`config.mk`:
```
export PLATFORM = sky130hd
export DESIGN_NAME = mmac_seq_unit
export DESIGN_NICKNAME = d
export VERILOG_FILES = /design/src/rtl/mmac_pkg.sv /design/src/rtl/mmac_dot.sv /design/src/rtl/mmac_seq_unit.sv
export SDC_FILE = /design/constraint.sdc
export NUM_CORES = 2
export LEC_CHECK = 0
export CAP_MARGIN = 40
export CORE_AREA = 5 5 259 311
export CTS_CLUSTER_SIZE = 25
export DETAILED_ROUTE_END_ITERATION = 10
export DIE_AREA = 0 0 264 316
export PLACE_DENSITY = 0.85
export RECOVER_POWER = 50
export SYNTH_ARGS = -nofsm -noshare
export SYNTH_HDL_FRONTEND = slang
export SYNTH_SLANG_ARGS = --single-unit
```
`constraint.sdc`:
```
create_clock -name clk -period 13.8 [get_ports clk]
set_input_delay 2.76 -clock clk [delete_from_list [all_inputs] [get_ports clk]]
set_output_delay 2.76 -clock clk [all_outputs]
set_load 0.01 [all_outputs]
```
`src/rtl/mmac_pkg.sv`:
```
// Shared constants and FSM state type for the sequential matrix multiply-accumulate unit.
package mmac_pkg;

  localparam int unsigned N_DEF     = 4;
  localparam int unsigned DW_DEF    = 8;
  localparam int unsigned ACC_W_DEF = 32;

  // Width of a flat row-major element index for the default matrix size.
  localparam int unsigned IDX_W = $clog2(N_DEF * N_DEF);

  typedef enum logic [2:0] {
    StIdle,
    StLoadA,
    StLoadB,
    StCompute,
    StDrain
  } state_e;

endpackage

```
`src/rtl/mmac_dot.sv`:
```
// Combinational N-lane signed dot product with an optional accumulator addend.
module mmac_dot #(
  parameter int unsigned N     = 4,
  parameter int unsigned DW    = 8,
  parameter int unsigned ACC_W = 32
) (
  input  logic [N-1:0][DW-1:0]     a_row_i,
  input  logic [N-1:0][DW-1:0]     b_col_i,
  input  logic signed [ACC_W-1:0]  addend_i,
  input  logic                     add_en_i,
  output logic signed [ACC_W-1:0]  sum_o
);

  always_comb begin
    sum_o = add_en_i ? addend_i : '0;
    // Products are sign-extended to the accumulator width; the sum wraps.
    for (int k = 0; k < N; k++) begin
      sum_o = sum_o + ACC_W'($signed(a_row_i[k]) * $signed(b_col_i[k]));
    end
  end

endmodule

```
`src/rtl/mmac_seq_unit.sv`:
```
// Sequential N x N signed matrix multiply(-accumulate): streams in A then B, computes one
// C element per cycle, then streams C out row-major. C persists between jobs.
module mmac_seq_unit
  import mmac_pkg::*;
#(
  parameter int unsigned N     = N_DEF,
  parameter int unsigned DW    = DW_DEF,
  parameter int unsigned ACC_W = ACC_W_DEF
) (
  input  logic             clk,
  input  logic             rst,
  input  logic             start,
  input  logic             acc_mode,
  input  logic             clear,
  input  logic             in_valid,
  output logic             in_ready,
  input  logic [DW-1:0]    in_data,
  output logic             out_valid,
  input  logic             out_ready,
  output logic [ACC_W-1:0] out_data,
  output logic             busy,
  output logic             done
);

  localparam int unsigned     RcW    = $clog2(N);
  localparam logic [RcW-1:0] LastRc = RcW'(N - 1);

  state_e           state_q, state_d;
  logic [DW-1:0]    a_q [N][N];
  logic [DW-1:0]    a_d [N][N];
  logic [DW-1:0]    b_q [N][N];
  logic [DW-1:0]    b_d [N][N];
  logic [ACC_W-1:0] c_q [N][N];
  logic [ACC_W-1:0] c_d [N][N];
  logic [RcW-1:0]   row_q, row_d, col_q, col_d;
  logic             acc_mode_q, acc_mode_d;
  logic             done_q, done_d;

  logic [RcW-1:0]        row_nx, col_nx;
  logic                  last_col, last_elem;
  logic [N-1:0][DW-1:0]  dot_a, dot_b;
  logic signed [ACC_W-1:0] dot_sum;

  // Operand selection for the element at (row_q, col_q).
  always_comb begin
    for (int k = 0; k < N; k++) begin
      dot_a[k] = a_q[row_q][k];
      dot_b[k] = b_q[k][col_q];
    end
  end

  mmac_dot #(
    .N     (N),
    .DW    (DW),
    .ACC_W (ACC_W)
  ) u_dot (
    .a_row_i  (dot_a),
    .b_col_i  (dot_b),
    .addend_i (c_q[row_q][col_q]),
    .add_en_i (acc_mode_q),
    .sum_o    (dot_sum)
  );

  always_comb begin
    last_col  = (col_q == LastRc);
    last_elem = last_col && (row_q == LastRc);
    col_nx    = last_col ? '0 : col_q + RcW'(1);
    row_nx    = last_col ? (last_elem ? '0 : row_q + RcW'(1)) : row_q;
  end

  always_comb begin
    state_d    = state_q;
    a_d        = a_q;
    b_d        = b_q;
    c_d        = c_q;
    row_d      = row_q;
    col_d      = col_q;
    acc_mode_d = acc_mode_q;
    done_d     = 1'b0;
    in_ready   = 1'b0;
    out_valid  = 1'b0;
    out_data   = '0;

    unique case (state_q)
      StIdle: begin
        if (clear) begin
          for (int i = 0; i < N; i++) begin
            for (int j = 0; j < N; j++) begin
              c_d[i][j] = '0;
            end
          end
        end else if (start) begin
          state_d    = StLoadA;
          acc_mode_d = acc_mode;
          row_d      = '0;
          col_d      = '0;
        end
      end
      StLoadA: begin
        in_ready = 1'b1;
        if (in_valid) begin
          a_d[row_q][col_q] = in_data;
          row_d = row_nx;
          col_d = col_nx;
          if (last_elem) state_d = StLoadB;
        end
      end
      StLoadB: begin
        in_ready = 1'b1;
        if (in_valid) begin
          b_d[row_q][col_q] = in_data;
          row_d = row_nx;
          col_d = col_nx;
          if (last_elem) state_d = StCompute;
        end
      end
      StCompute: begin
        c_d[row_q][col_q] = dot_sum;
        row_d = row_nx;
        col_d = col_nx;
        if (last_elem) state_d = StDrain;
      end
      StDrain: begin
        out_valid = 1'b1;
        out_data  = c_q[row_q][col_q];
        if (out_ready) begin
          row_d = row_nx;
          col_d = col_nx;
          if (last_elem) begin
            state_d = StIdle;
            done_d  = 1'b1;
          end
        end
      end
      default: state_d = StIdle;
    endcase

    busy = (state_q != StIdle);
    done = done_q;
  end

  always_ff @(posedge clk) begin
    if (rst) begin
      state_q    <= StIdle;
      row_q      <= '0;
      col_q      <= '0;
      acc_mode_q <= 1'b0;
      done_q     <= 1'b0;
      for (int i = 0; i < N; i++) begin
        for (int j = 0; j < N; j++) begin
          a_q[i][j] <= '0;
          b_q[i][j] <= '0;
          c_q[i][j] <= '0;
        end
      end
    end else begin
      state_q    <= state_d;
      a_q        <= a_d;
      b_q        <= b_d;
      c_q        <= c_d;
      row_q      <= row_d;
      col_q      <= col_d;
      acc_mode_q <= acc_mode_d;
      done_q     <= done_d;
    end
  end

endmodule

```
==> flow_summary.ini <==
[power_and_ir_drop]
p_leak_nw = 19.3
power_density_mw_per_mm2 = 90.6
peakVddDrop_v = 0.000123

[hold_path]
min_path_type = reg2reg
min-delay-start = a_q[33]$_SDFFE_PP0P_
holdPathStages = 2
min_to = a_q[33]$_SDFFE_PP0P_

[placement]
port_buffers = 50
routabilityCongestion = 0.968
dpl_cell_area_mm2 = 0.0476
dpl.hpwl_um = 90500
dp_slack_ns = 3.15

[yosys]
syn-cell-area_mm2 = 0.0459
synth_ff_type = dfxtp_1
yosysMostFrequentCell = dfxtp_1
ys_warn_count = 0
synth_common_cells = dfxtp_1 (777), nand2_1 (586), a21oi_1 (462)
synth_seq_area_share_pct = 33.9
synth_largest_area_cell = dfxtp_1
synthTopCellsByArea = dfxtp_1 (34%), fa_1 (12%), mux4_2 (11%)
synth_cells = 4926
syn_nets = 5381
yosys.area.top_type_share_pct = 33.9
ys_ff_latch = 777
synthArstFlopShare_pct = 0
synth_edf_count = 0
yosysUniqueCellTypes = 60
avgSynthCellArea_um2 = 9.31

[die]
die_w_um = 264
die_h_um = 316
core_mm2 = 0.0774
design.die.area_mm2 = 0.0834
ios = 51
row_count = 112
start_util_pct = 59.3

[setup_path]
arrival_ns = 11.89
path_max_fanout = 214
reg2reg_to = c_q[31]$_SDFFE_PP0P_
cp-end-kind = flop
max_stage_delay_ns = 6.50
criticalPathCategory = in2reg
cp_num_cells = 7
r2r-start = col_q[0]$_SDFFE_PP0P_
reg2regPathDepth = 32
critPathSlowestCell = clkbuf_1
crit_buf_inv = 3
cpLargestDelayFamily = buffers and inverters
cp_cell_sequence = buf_8 > clkbuf_1 > nand2b_1 > nor2_1 > buf_4 > a221oi_1 > nand2_1
r2r_slack_ns = 3.02
setup.worst_path.start_class = primary input
required_ns = 14.33

[global_routing]
antenna_found_initial = 5
grt_max_degree = 231
grt_pass1_wl_um = 212000
grt-ovfl-total = 0
track_usage_pct = 31.8
grt_pass1_vias = 38800

[clock_tree]
cts.repair.resized = 0
postCtsSetupRepairBufs = 0
clkTransAtPathRegs_ns = 0.07
cts_buffer_depth = 3
worstSkewPairLatency_ns = 0.64
clock-root-buffer = clkbuf_16
htree_levels = 3
numCtsBuffers = 72
ctsHoldBuffers = 0
clkSinkCount = 777
cts_tree = done

[detailed_routing]
firstDrtPassIters = 9
wl_um = 136000
wl_per_cell_um = 23.1
avgViaCountPerCell = 6.54
ant_nets = 0
vias = 38500
drtIter0Drc = 4860
drc_errors = 0

[sta]
fin_crit_sh_pct = 82.3
setup_slack_ns = 2.44
final-max-slew-violation-count = 298
worst_slew_pin_slew_ns = 9.56
skew_ns = 0.0281
max_freq_mhz = 88.0
final_hold_viol_count = 0
finalSetupViolCount = 0
rsz0062_at_grt = false
setup-tns-final_ns = 0
whs_ns = 0.453
relSlewSlack_pct = -537
period_needed_ns = 11.36

[cells_and_area]
drive_gt1_share_pct = 10.7
synthToLayoutAreaGrowth_pct = 9.00
fillers = 5774
design_area_mm2 = 0.0500
nets = 5262

[run_status]
violations = capacitance limit, slew limit
status = complete, but fails checks

[run]
max_cap_viol_count = 2
==> worst max-delay path by stage <==
stage / startpoint / end / slack, ns
2_1_floorplan: row_q[0]$_SDFFE_PP0P_ / c_q[411]$_SDFFE_PP0P_ / 4.20
3_3_place_gp: col_q[0]$_SDFFE_PP0P_ / c_q[507]$_SDFFE_PP0P_ / 2.71
3_5_place_dp: row_q[0]$_SDFFE_PP0P_ / c_q[31]$_SDFFE_PP0P_ / 3.15
4_1_cts: row_q[0]$_SDFFE_PP0P_ / c_q[31]$_SDFFE_PP0P_ / 3.15
5_1_grt: rst / c_q[445]$_SDFFE_PP0P_ / 1.87
6_report: rst / c_q[445]$_SDFFE_PP0P_ / 2.44
==> worst reg2reg max path: cells and delay by family (launching register included) <==
kind | cells | cell delay (ns)
AO/OA/AOI/OAI | 10 | 2.66
XOR/XNOR | 1 | 0.47
adder cells (fa/ha/maj) | 9 | 4.32
buffers and inverters | 7 | 1.21
flip-flops | 1 | 0.45
multiplexers | 1 | 0.37
AND/OR/NAND/NOR | 4 | 1.13
==> placed cells by master, fill, tap and decap left out, types with 13 or more instances in the layout <==
cell type / Yosys / final
nor3_1: 35 / 35
a22o_1: 226 / 226
xnor2_1: 72 / 67
dfxtp_1: 777 / 773
and2_1: 223 / 218
fa_1: 283 / 283
nand3_1: 445 / 445
xor2_1: 21 / 21
clkdlybuf4s50_1: 0 / 21
nor2_2: 0 / 20
clkbuf_16: 0 / 76
nand2b_1: 18 / 18
a31oi_1: 85 / 85
a21oi_1: 462 / 462
buf_4: 0 / 90
o21ai_0: 64 / 64
inv_1: 392 / 392
a21o_1: 27 / 27
nor2b_1: 13 / 13
clkbuf_8: 0 / 14
mux2i_1: 36 / 36
and3_1: 18 / 18
ha_1: 157 / 157
dlygate4sd3_1: 0 / 28
buf_8: 0 / 20
nor2_1: 281 / 261
clkbuf_1: 317 / 15
nand2_1: 586 / 586
mux4_2: 220 / 220
o21bai_1: 13 / 13
clkinv_2: 0 / 13
==> kinds of logic after synthesis <==
family | after synthesis | share of synthesized area (%)
adders and majority gates | 441 | 16.7
and+or+nand+nor | 1649 | 16.5
muxes | 262 | 11.7
xor gates and xnor gates | 94 | 1.81
buffers and inverters | 764 | 6.35
DFF | 777 | 33.9
AOI/OAI and AO/OA | 939 | 13.0
==> power by group <==
group | switching (mW) | internal (mW) | leakage (nW) | total, mW
registers | 0.00202 | 2.24 | 6.26 | 2.24
clock network | 0.905 | 1.20 | 1.21 | 2.10
logic | 0.145 | 0.0377 | 11.9 | 0.183
total | 1.05 | 3.48 | 19.3 | 4.53
==> routing by layer <==
metal  GRT usage, %  part of all wire [%]  vias up
met2           51.8                    46     2475
met1           39.0                    35    18700
met3           5.49                    11      699
li1               -                     -    16600
met4           21.6                   8.1        6
met5              0                 0.025        -
==> registers in the layout (all words and copies together), names as in the netlist <==
signal      cells
b_q           128
row_q           2
done            1
c_q           512
acc_mode_q      1
col_q           2
state_q         3
a_q           128
==> cell type report <==
class,count,area [um^2],area share [%]
antenna,4,10.0,0.0200
clock buffer,99,2130,4.26
clock inverter,28,327,0.653
inverter,394,1480,2.96
multi-input combinational,3385,27500,55.0
sequential,777,15600,31.1
tap,1026,1280,2.57
timing repair buffer,177,1720,3.43
==> metrics by stage <==
step / power, mW / utilization [%] / cells
after floorplan: 2.40 / - / 4926
after global placement: 2.47 / 60.8 / 5726
after detailed placement: 2.47 / 61.5 / 5759
after CTS: 4.52 / 64.7 / 5886
after global routing: 4.62 / 64.6 / 5886
final: 4.53 / 64.6 / 5890
No activity file was read; power rests on OpenSTA's default activity.
